==> config.mk <==
export PLATFORM = sky130hd
export DESIGN_NAME = spi_cfg_sequencer_flat
export DESIGN_NICKNAME = d
export VERILOG_FILES = /design/src/rtl/spi_cfg_sequencer_if.sv /design/src/rtl/spi_cfg_sequencer.sv /design/src/flat_wrapper.sv
export SDC_FILE = /design/constraint.sdc
export NUM_CORES = 1
export LEC_CHECK = 0
export ABC_AREA = 1
export CAP_MARGIN = 20
export CELL_PAD_IN_SITES_DETAIL_PLACEMENT = 2
export CELL_PAD_IN_SITES_GLOBAL_PLACEMENT = 2
export CORE_MARGIN = 5
export CORE_UTILIZATION = 27
export DETAILED_ROUTE_END_ITERATION = 8
export PLACE_DENSITY_LB_ADDON = 0.12
export SYNTH_ARGS = -nofsm -noshare
export SYNTH_HDL_FRONTEND = slang
export SYNTH_SLANG_ARGS = --single-unit
==> constraint.sdc <==
create_clock -name clock -period 4.8 [get_ports clock]
set_input_delay 0.96 -clock clock [delete_from_list [all_inputs] [get_ports clock]]
set_output_delay 0.96 -clock clock [all_outputs]
set_load 0.05 [all_outputs]
==> src/rtl/spi_cfg_sequencer_if.sv <==
// rtl/spi_cfg_sequencer_if.sv - host, boot-table and SPI master signals of the config sequencer
// The sequencer connects through master; the surrounding logic connects through slave.
interface spi_cfg_sequencer_if #(
   parameter int AW = 6
);
   logic          boot_start;
   logic          host_req;
   logic [1:0]    host_sel;
   logic [31:0]   host_data;
   logic          host_ack;
   logic [31:0]   host_rdata;
   logic [AW-1:0] tbl_addr;
   logic [31:0]   tbl_data;
   logic          spi_go;
   logic [1:0]    spi_sel;
   logic [31:0]   spi_data_o;
   logic [31:0]   spi_data_i;
   logic          spi_done;
   logic          sync;
   logic          busy;
   logic          boot_done;
   logic          err;

   modport master (
      input  boot_start, host_req, host_sel, host_data, tbl_data, spi_data_i, spi_done,
      output host_ack, host_rdata, tbl_addr, spi_go, spi_sel, spi_data_o, sync, busy,
             boot_done, err
   );

   modport slave (
      output boot_start, host_req, host_sel, host_data, tbl_data, spi_data_i, spi_done,
      input  host_ack, host_rdata, tbl_addr, spi_go, spi_sel, spi_data_o, sync, busy,
             boot_done, err
   );
endinterface

==> src/rtl/spi_cfg_sequencer.sv <==
// rtl/spi_cfg_sequencer.sv - boot-table and host SPI transfer sequencer for the clock chips
// Optional: define BOOT_ON_RESET_EN to launch the boot table automatically after reset.
module spi_cfg_sequencer #(
   parameter int NUM_SLAVES = 3,
   parameter int NUM_WORDS  = 16,
   parameter int SYNC_LEN   = 4,
   parameter int TIMEOUT    = 1024
) (
   input  logic                clock,
   input  logic                rst_n,
   spi_cfg_sequencer_if.master bus
);
   localparam int AW = $clog2(NUM_SLAVES * NUM_WORDS);
   localparam int WW = (NUM_WORDS > 1) ? $clog2(NUM_WORDS) : 1;
   localparam int TW = $clog2(TIMEOUT + 1);
   localparam int YW = $clog2(SYNC_LEN + 1);

   typedef enum logic [2:0] {IDLE, FETCH, ISSUE, WAIT, SYNC_P} state_t;
   state_t state, state_nx;

   logic [AW-1:0] tbl_addr_q;
   logic [1:0]    slave_q;
   logic [1:0]    sel_q;
   logic [WW-1:0] word_q;
   logic [31:0]   data_q;
   logic [31:0]   host_rdata_q;
   logic [TW-1:0] tmo_cnt;
   logic [YW-1:0] sync_cnt;
   logic          host_mode;
   logic          fetch_ph;
   logic          wait_first;
   logic          host_ack_q;
   logic          boot_done_q;
   logic          err_q;
   logic          auto_start;
   logic          hold_host;
   logic          start;
   logic          host_go;
   logic          sel_ok;
   logic          last_word;
   logic          last_slave;
   logic          done_ok;
   logic          tmo_hit;
   logic          sync_end;

`ifdef BOOT_ON_RESET_EN
   logic [3:0] por_cnt;

   always_ff @(posedge clock or negedge rst_n) begin
      if (!rst_n)
         por_cnt <= 4'd0;
      else if (por_cnt != 4'd8)
         por_cnt <= por_cnt + 4'd1;
   end

   // Host requests stay pending until the power-on boot has been launched.
   assign auto_start = (por_cnt == 4'd7);
   assign hold_host  = (por_cnt != 4'd8);
`else
   assign auto_start = 1'b0;
   assign hold_host  = 1'b0;
`endif

   assign start      = bus.boot_start | auto_start;
   // An ack still showing means the requester has not yet dropped host_req.
   assign host_go    = bus.host_req & ~host_ack_q & ~hold_host;
   assign sel_ok     = int'(bus.host_sel) < NUM_SLAVES;
   assign last_word  = (word_q == WW'(NUM_WORDS - 1));
   assign last_slave = (slave_q == 2'(NUM_SLAVES - 1));
   assign done_ok    = bus.spi_done & ~wait_first;
   assign tmo_hit    = (tmo_cnt == TW'(TIMEOUT - 1));
   assign sync_end   = (sync_cnt == YW'(SYNC_LEN - 1));

   always_ff @(posedge clock or negedge rst_n) begin
      if (!rst_n)
         state <= IDLE;
      else
         state <= state_nx;
   end

   always_comb begin
      state_nx = state;
      case (state)
         IDLE: begin
            if (start)
               state_nx = FETCH;
            else if (host_go && sel_ok)
               state_nx = ISSUE;
         end
         FETCH: begin
            if (fetch_ph)
               state_nx = ISSUE;
         end
         ISSUE:
            state_nx = WAIT;
         WAIT: begin
            if (done_ok) begin
               if (host_mode)
                  state_nx = IDLE;
               else if (last_word && last_slave)
                  state_nx = SYNC_P;
               else
                  state_nx = FETCH;
            end else if (tmo_hit) begin
               state_nx = IDLE;
            end
         end
         SYNC_P: begin
            if (sync_end)
               state_nx = IDLE;
         end
         default:
            state_nx = IDLE;
      endcase
   end

   always_ff @(posedge clock or negedge rst_n) begin
      if (!rst_n) begin
         tbl_addr_q   <= '0;
         slave_q      <= '0;
         sel_q        <= '0;
         word_q       <= '0;
         data_q       <= '0;
         host_rdata_q <= '0;
         tmo_cnt      <= '0;
         sync_cnt     <= '0;
         host_mode    <= 1'b0;
         fetch_ph     <= 1'b0;
         wait_first   <= 1'b0;
         host_ack_q   <= 1'b0;
         boot_done_q  <= 1'b0;
         err_q        <= 1'b0;
      end else begin
         host_ack_q <= 1'b0;
         case (state)
            IDLE: begin
               if (start) begin
                  boot_done_q <= 1'b0;
                  err_q       <= 1'b0;
                  slave_q     <= '0;
                  word_q      <= '0;
                  tbl_addr_q  <= '0;
                  host_mode   <= 1'b0;
                  fetch_ph    <= 1'b0;
               end else if (host_go) begin
                  if (sel_ok) begin
                     sel_q     <= bus.host_sel;
                     data_q    <= bus.host_data;
                     host_mode <= 1'b1;
                  end else begin
                     host_ack_q   <= 1'b1;
                     host_rdata_q <= '0;
                  end
               end
            end
            FETCH: begin
               // Table ROM is synchronous: the word appears one cycle after the address.
               fetch_ph <= ~fetch_ph;
               if (fetch_ph) begin
                  data_q <= bus.tbl_data;
                  sel_q  <= slave_q;
               end
            end
            ISSUE: begin
               tmo_cnt    <= '0;
               wait_first <= 1'b1;
            end
            WAIT: begin
               wait_first <= 1'b0;
               if (done_ok) begin
                  if (host_mode) begin
                     host_rdata_q <= bus.spi_data_i;
                     host_ack_q   <= 1'b1;
                  end else if (!last_word) begin
                     word_q     <= word_q + WW'(1);
                     tbl_addr_q <= tbl_addr_q + AW'(1);
                  end else if (!last_slave) begin
                     slave_q    <= slave_q + 2'd1;
                     word_q     <= '0;
                     tbl_addr_q <= tbl_addr_q + AW'(1);
                  end else begin
                     sync_cnt <= '0;
                  end
               end else if (tmo_hit) begin
                  err_q <= 1'b1;
                  if (host_mode) begin
                     host_ack_q   <= 1'b1;
                     host_rdata_q <= 32'hFFFF_FFFF;
                  end
               end else begin
                  tmo_cnt <= tmo_cnt + TW'(1);
               end
            end
            SYNC_P: begin
               sync_cnt <= sync_cnt + YW'(1);
               if (sync_end)
                  boot_done_q <= 1'b1;
            end
            default: ;
         endcase
      end
   end

   // Strobes decode straight from the async-reset state so they drop with rst_n.
   assign bus.spi_go     = (state == ISSUE);
   assign bus.sync       = (state == SYNC_P);
   assign bus.busy       = (state != IDLE);
   assign bus.spi_sel    = sel_q;
   assign bus.spi_data_o = data_q;
   assign bus.tbl_addr   = tbl_addr_q;
   assign bus.host_ack   = host_ack_q;
   assign bus.host_rdata = host_rdata_q;
   assign bus.boot_done  = boot_done_q;
   assign bus.err        = err_q;
endmodule
==> src/flat_wrapper.sv <==
// flat-port wrapper written by rule: the top's interface ports become plain ports
module spi_cfg_sequencer_flat 
#(
   parameter int NUM_SLAVES = 3,
   parameter int NUM_WORDS  = 16,
   parameter int SYNC_LEN   = 4,
   parameter int TIMEOUT    = 1024
)
  (clock, rst_n, bus_boot_start, bus_host_req, bus_host_sel, bus_host_data, bus_tbl_data, bus_spi_data_i, bus_spi_done, bus_host_ack, bus_host_rdata, bus_tbl_addr, bus_spi_go, bus_spi_sel, bus_spi_data_o, bus_sync, bus_busy, bus_boot_done, bus_err);
  spi_cfg_sequencer_if bus_i ();
  input  logic clock;
  input  logic rst_n;
  input wire logic [$bits(bus_i.boot_start)-1:0] bus_boot_start;
  input wire logic [$bits(bus_i.host_req)-1:0] bus_host_req;
  input wire logic [$bits(bus_i.host_sel)-1:0] bus_host_sel;
  input wire logic [$bits(bus_i.host_data)-1:0] bus_host_data;
  input wire logic [$bits(bus_i.tbl_data)-1:0] bus_tbl_data;
  input wire logic [$bits(bus_i.spi_data_i)-1:0] bus_spi_data_i;
  input wire logic [$bits(bus_i.spi_done)-1:0] bus_spi_done;
  output wire logic [$bits(bus_i.host_ack)-1:0] bus_host_ack;
  output wire logic [$bits(bus_i.host_rdata)-1:0] bus_host_rdata;
  output wire logic [$bits(bus_i.tbl_addr)-1:0] bus_tbl_addr;
  output wire logic [$bits(bus_i.spi_go)-1:0] bus_spi_go;
  output wire logic [$bits(bus_i.spi_sel)-1:0] bus_spi_sel;
  output wire logic [$bits(bus_i.spi_data_o)-1:0] bus_spi_data_o;
  output wire logic [$bits(bus_i.sync)-1:0] bus_sync;
  output wire logic [$bits(bus_i.busy)-1:0] bus_busy;
  output wire logic [$bits(bus_i.boot_done)-1:0] bus_boot_done;
  output wire logic [$bits(bus_i.err)-1:0] bus_err;
  assign bus_i.boot_start = bus_boot_start;
  assign bus_i.host_req = bus_host_req;
  assign bus_i.host_sel = bus_host_sel;
  assign bus_i.host_data = bus_host_data;
  assign bus_i.tbl_data = bus_tbl_data;
  assign bus_i.spi_data_i = bus_spi_data_i;
  assign bus_i.spi_done = bus_spi_done;
  assign bus_host_ack = bus_i.host_ack;
  assign bus_host_rdata = bus_i.host_rdata;
  assign bus_tbl_addr = bus_i.tbl_addr;
  assign bus_spi_go = bus_i.spi_go;
  assign bus_spi_sel = bus_i.spi_sel;
  assign bus_spi_data_o = bus_i.spi_data_o;
  assign bus_sync = bus_i.sync;
  assign bus_busy = bus_i.busy;
  assign bus_boot_done = bus_i.boot_done;
  assign bus_err = bus_i.err;
  spi_cfg_sequencer #(.NUM_SLAVES(NUM_SLAVES), .NUM_WORDS(NUM_WORDS), .SYNC_LEN(SYNC_LEN), .TIMEOUT(TIMEOUT)) u_core (.clock(clock), .rst_n(rst_n), .bus(bus_i));
endmodule
==> impl_metrics.py, run 1 <==
metrics = {
    "power": {
        "design_power_total_w": 0.00497,
        "power.share.clock_pct": 15.4,
        "p_int_w": 0.00246,
        "combPwrFrac_pct": 57.8,
        "seqPwrFrac_pct": 26.8,
        "sw_frac_of_total_pct": 50.6,
        "p_per_area_mw_per_mm2": 671,
        "max-vdd-ir-drop_mv": 0.273,
        "switching_power_w": 0.00252,
        "p_leak_nw": 3.76,
    },
    "logic_synthesis": {
        "yosysWarnings": 0,
        "synth.cell_area_sq_mm": 0.00514,
        "syn_inst": 630,
        "yosys-top-cells-area": "dfrtp_1, nand2_1, mux2i_1",
        "synth-seq-cells": 101,
        "yosysMostFrequentCell": "nand2_1",
        "seq_area_frac_synth_pct": 49.1,
        "synth_cell_types": 30,
        "yosysTopAreaCellShare_pct": 49.1,
        "synthTopCellsByCount": "nand2_1, dfrtp_1, inv_1",
        "synth-edff-count": 0,
        "postSynthNetCount": 739,
        "async_reset_ff_share_pct": 100,
        "yosys.area.top_type": "dfrtp_1",
        "avgSynthCellArea_sq_um": 8.16,
        "synth_top_flop_cell": "dfrtp_1",
    },
    "layout": {
        "diodes": 0,
        "nets": 905,
        "finalInstanceArea_sq_mm": 0.00742,
        "drive_gt1_share_pct": 4.74,
        "area_growth_pct": 44.2,
    },
    "floorplanning": {
        "rows": 50,
        "die_w_microns": 148,
        "core-area_sq_mm": 0.0187,
        "dieArea_sq_mm": 0.0219,
        "initial_utilization_pct": 27.5,
        "ios": 181,
        "die_h_microns": 148,
    },
    "route": {
        "vias": 4858,
        "drt_iter0_markers": 182,
        "wire_per_inst_microns": 17.8,
        "wl_microns": 18400,
        "dr.pass1.iters": 4,
        "postRouteAntennaNets": 0,
        "drc": 0,
        "vias_per_cell": 4.69,
    },
    "run": {
        "drv_cap": 0,
    },
    "hold_path": {
        "hp-class": "reg -> reg",
    },
    "sta": {
        "slew_viol_final": 0,
        "setup_tns_ns": 0,
        "period_minus_slack_ns": 3.38,
        "maxSlewHeadroom_pct": 45.1,
        "rsz0062_at_grt": "no",
        "setup_violations": 0,
        "tightest_slew_ns": 0.822,
        "fin_skew_ns": 0.00631,
        "hold_violations": 0,
        "fmax_mhz": 296,
        "period_share_pct": 70.3,
    },
    "cts": {
        "ctsHoldBuffers": 0,
        "cts_max_level": 3,
        "ctsResizeCount": 0,
        "clock-root-buffer": "clkbuf_16",
        "clockBufferDepth": 2,
        "path_clk_slew_ns": 0.07,
        "cts_tree": "yes",
        "postCtsSetupRepairBufs": 0,
        "clkSinkCount": 101,
        "insertion_delay_ns": 0.36,
        "cts_buffers": 9,
    },
    "setup_path": {
        "path_max_fanout": 12,
        "crit_arrival_ns": 2.42,
        "worstSetupStartpointType": "flip-flop",
        "cp.required_ns": 3.84,
        "cp-end-kind": "output pin",
        "path_class": "reg -> out",
    },
    "global_routing": {
        "grt_first_pass_wirelength_microns": 29600,
        "grt_overflow": 0,
        "grt_max_degree": 48,
        "antenna_found_initial": 0,
        "grt_usage_pct": 16.9,
        "grt_pass1_vias": 5497,
    },
    "place": {
        "dp_hpwl_microns": 13800,
        "dpl_cell_area_sq_mm": 0.00710,
        "place_congestion": 0.764,
        "port_buffers": 180,
    },
    "run_status": {
        "status": "finished, final reports clean",
    },
}
cell type report:
cell class,instances,area [sq um]
Inverter,64,240
Sequential cell,101,2530
Clock buffer,11,253
Timing Repair Buffer,186,1840
Clock inverter,5,58.8
Fill cell,2096,11300
Multi-Input combinational cell,434,2200
Tap cell,234,293
layout by cell type (no fill, tap or decap):
master           synthesis  layout
buf_4                    7       7
nand3_2                  3       3
clkinv_2                 0       1
inv_1                   63      63
nand3_1                 58      58
nand2_1                193     192
nor2_2                   3       3
o21ai_1                 32      32
xor2_1                   8       8
nand4_1                  3       3
mux2i_1                 33      33
o21bai_1                 1       1
nor3_1                   3       3
clkdlybuf4s50_1          0     179
clkbuf_8                 0       2
bufinv_16                0       1
clkbuf_16                0       9
dfrtp_1                101     101
nor2_1                  26      26
nand3b_1                 2       2
nor3b_1                  1       1
ha_1                     6       6
o211ai_1                 1       1
o21ai_2                  1       1
nor2_4                   2       2
nand2_2                  3       4
clkinvlp_4               0       2
inv_2                    1       1
clkinv_4                 0       1
o31ai_1                  1       1
a21oi_1                  3       3
or2_2                    1       1
o21ai_0                 50      50
path summary, 6_finish.rpt:
check                                     startpoint                         to  slack, ns  cells past startpoint
setup / recovery                     u_core.state[2]                 bus_spi_go       1.42                      4
hold / removal             u_core.bus.host_rdata[20]  u_core.bus.host_rdata[20]       0.48                      2
setup reg to reg                     u_core.state[0]  u_core.bus.host_rdata[30]       1.65                      6
hold reg to reg            u_core.bus.host_rdata[20]  u_core.bus.host_rdata[20]       0.48                      2
max in group asynchronous                      rst_n     u_core.bus.tbl_addr[1]       3.35                      2
min in group asynchronous                      rst_n  u_core.bus.host_rdata[10]       0.57                      1
layer usage:
metal	global-route usage [%]	part of all wire, %	vias to the layer above	routed length, microns
li1	-	-	2352	-
met1	20.1	42	2405	7810
met2	31.2	53	85	9700
met3	3.83	4.0	16	745
met4	3.46	1.1	0	194
met5	0	0	-	0
cell families after synthesis:
group                      count (synthesis)  share of synthesized area (%)
and+or+nand+nor                          298                           24.6
AOI/OAI and AO/OA                         89                           8.88
muxes                                     33                           6.42
DFF                                      101                           49.1
buffers and inverters                     95                           8.13
xor gates and xnor gates                   8                           1.36
adders and majority gates                  6                           1.46
worst max-delay path: stages (launching register included):
cell             delay, ns
dfrtp_1               0.47
nor2_4                0.19
nand2_1               0.32
inv_1                 0.24
clkdlybuf4s50_1       0.83
per-stage QoR:
stage | instances | hold slack, ns | setup WS [ns] | utilization (%)
6_report | 1035 | 0.478 | 1.42 | 39.6
5_1_grt | 1035 | 0.503 | 1.24 | 39.6
4_1_cts | 1035 | 0.483 | 1.38 | 39.6
3_5_place_dp | 1019 | 0.467 | 1.30 | 38.0
2_1_floorplan | 630 | 0.446 | 2.81 | -
3_3_place_gp | 1019 | 0.456 | 1.41 | 38.0
state kept, by name, indices dropped and copies added, names as in the netlist:
name,count
u_core.bus.host_rdata,32
u_core.bus.spi_data_o,32
u_core.tmo_cnt,11
u_core.bus.tbl_addr,6
u_core.word_q,4
u_core.state,3
u_core.sync_cnt,3
u_core.bus.spi_sel,2
u_core.slave_q,2
u_core.bus.boot_done,1
u_core.bus.err,1
u_core.bus.host_ack,1
u_core.fetch_ph,1
u_core.host_mode,1
u_core.wait_first,1
power by group through the flow:
| stage | clock network, W | logic (W) | registers (W) |
|---|---|---|---|
| global route | 0.000834 | 0.00313 | 0.00137 |
| detailed placement | 0 | 0.00293 | 0.00135 |
| floorplan | 0 | 0.00123 | 0.00208 |
| CTS | 0.000803 | 0.00293 | 0.00134 |
| finish | 0.000768 | 0.00287 | 0.00133 |
| global placement | 0 | 0.00282 | 0.00133 |
No activity file was read; power rests on OpenSTA's default activity.
==> run 2, diff against run 1 <==
Settings changed: CORE_UTILIZATION 27 to 23.
Clock period 4.8 ns to 3 ns, I/O delays scaled along.
==> run 2 against run 1 <==
Critical endpoint is now bus_sync. First-iteration DRC count fell by 34%. Largest power group unchanged. Worst hold slack got worse by 0.33 ns. Clock skew rose by 0.0037 ns. Wire length rose by 4.1%. Worst setup slack got worse by 1.1 ns. Clock power rose by 60%. Critical path depth did not move. Register-to-register slack got worse by 1.0 ns. Final cell count rose by 5.0%. Via count rose by 1.5%. Clock-buffer cell count did not move.
==> impl_metrics.py, run 2 (synthesis gave the netlist of run 1 again) <==
metrics = {
    "run_status": {
        "status": "finished, final reports clean",
    },
    "global_routing": {
        "grt_overflow": 0,
        "grt_usage_pct": 15.1,
        "grt_first_pass_wirelength_microns": 31300,
        "antenna_found_initial": 0,
        "grt_max_degree": 69,
        "grt_pass1_vias": 5557,
    },
    "sta": {
        "period_minus_slack_ns": 2.71,
        "hold_violations": 0,
        "slew_viol_final": 0,
        "fmax_mhz": 370,
        "setup_violations": 0,
        "tightest_slew_ns": 0.662,
        "fin_skew_ns": 0.0101,
        "worst_slack_ns": 0.295,
        "rsz0062_at_grt": "no",
        "holdWs_ns": 0.153,
        "maxSlewHeadroom_pct": 55.7,
        "period_share_pct": 90.2,
        "setup_tns_ns": 0,
    },
    "layout": {
        "fin_util_pct": 34.4,
        "area_growth_pct": 46.5,
        "mostFrequentLayoutCells": "nand2_1, clkdlybuf4s50_1, dfrtp_1",
        "nets": 911,
        "final_common_cell": "nand2_1",
        "drive_gt1_share_pct": 5.33,
        "fill_cells": 2447,
        "diodes": 0,
    },
    "run": {
        "drv_cap": 0,
    },
    "floorplanning": {
        "rows": 54,
        "die_h_microns": 160,
        "dieArea_sq_mm": 0.0254,
        "core-area_sq_mm": 0.0219,
        "die_w_microns": 160,
        "initial_utilization_pct": 23.5,
        "ios": 181,
    },
    "cts": {
        "path_clk_slew_ns": 0.07,
        "clock-root-buffer": "clkbuf_16",
        "cts_max_level": 3,
        "postCtsSetupRepairBufs": 0,
        "clockBufferDepth": 2,
        "ctsHoldBuffers": 0,
        "cts_tree": "yes",
        "insertion_delay_ns": 0.36,
        "clkSinkCount": 101,
        "ctsResizeCount": 0,
        "cts_buffers": 9,
    },
    "setup_path": {
        "path_class": "reg -> out",
        "crit_arrival_ns": 2.11,
        "path_max_fanout": 6,
        "rr_startpoint": "u_core.state[2]",
        "cp.required_ns": 2.40,
        "cp-end-kind": "output pin",
        "worstSetupStartpointType": "flip-flop",
        "crit_start": "u_core.state[0]",
    },
    "route": {
        "drt_iter0_markers": 120,
        "wire_per_inst_microns": 17.7,
        "wl_microns": 19200,
        "vias_per_cell": 4.54,
        "vias": 4932,
        "dr.pass1.iters": 4,
        "postRouteAntennaNets": 0,
        "drc": 0,
    },
    "place": {
        "dp_slack_ns": 0.380,
        "port_buffers": 180,
        "place_congestion": 0.753,
        "dp_hpwl_microns": 14400,
    },
    "hold_path": {
        "hp-class": "in -> async",
    },
    "power": {
        "p_int_w": 0.00398,
        "seqPwrFrac_pct": 26.4,
        "p_per_area_mw_per_mm2": 1070,
        "design_power_total_w": 0.00806,
        "max-vdd-ir-drop_mv": 0.382,
        "combPwrFrac_pct": 58.4,
        "p_leak_nw": 3.79,
        "switching_power_w": 0.00408,
        "sw_frac_of_total_pct": 50.6,
        "power.share.clock_pct": 15.2,
    },
}
==> run 2: changes by cell type in the layout (fill, tap and decap cells not counted) <==
| cell | previous run | this run |
|---|---|---|
| clkbuf_8 | 2 | 1 |
| clkinv_4 | 1 | 0 |
| clkbuf_1 | 0 | 1 |
| inv_6 | 0 | 1 |
| buf_4 | 7 | 11 |
| buf_12 | 0 | 2 |
==> run 2: worst paths after layout <==
check | endpoint | slack, ns | depth (start not counted)
worst max-delay path | bus_sync | 0.29 | 4
worst min-delay path | u_core.bus.host_rdata[8] | 0.15 | 1
worst max register to register | u_core.bus.host_rdata[9] | 0.61 | 8
worst min register to register | u_core.bus.host_rdata[2] | 0.48 | 2
max in group asynchronous | u_core.bus.tbl_addr[5] | 2.15 | 2
min in group clock | u_core.bus.host_rdata[2] | 0.48 | 2
==> run 2: worst max-delay path: stages, from the launching register on <==
cell and delay (ns):
dfrtp_1 0.47, inv_2 0.12, nand3_1 0.16, inv_1 0.15
clkdlybuf4s50_1 0.84
==> run 2: area by class of cell <==
type | instances | area, sq um | area share, %
Tap cell | 280 | 350 | 4.65
Clock buffer | 11 | 243 | 3.22
Multi-Input combinational cell | 434 | 2200 | 29.2
Sequential cell | 101 | 2530 | 33.5
Timing Repair Buffer | 192 | 1910 | 25.4
Inverter | 64 | 240 | 3.19
Clock inverter | 5 | 58.8 | 0.781
==> run 2: metrics by stage <==
stage | instances | area [sq um]
final | 1087 | 7530
after floorplan | 630 | 5140
after CTS | 1087 | 7530
after detailed placement | 1071 | 7230
after global placement | 1071 | 7230
after global routing | 1087 | 7530
==> run 2: power groups by stage <==
stage / sequential, W / combinational [W] / clock (W)
global route: 0.00219 / 0.00512 / 0.00133
CTS: 0.00214 / 0.00481 / 0.00128
detailed placement: 0.00216 / 0.00479 / 0
global placement: 0.00213 / 0.00465 / 0
finish: 0.00213 / 0.00471 / 0.00123
floorplan: 0.00333 / 0.00197 / 0
==> run 2: routing by layer <==
| layer | global-route usage [%] | part of all wire, % |
|---|---|---|
| met1 | 19.4 | 44 |
| met2 | 26.2 | 51 |
| met3 | 2.69 | 3.6 |
| met4 | 4.15 | 1.3 |
| met5 | 0 | 0 |
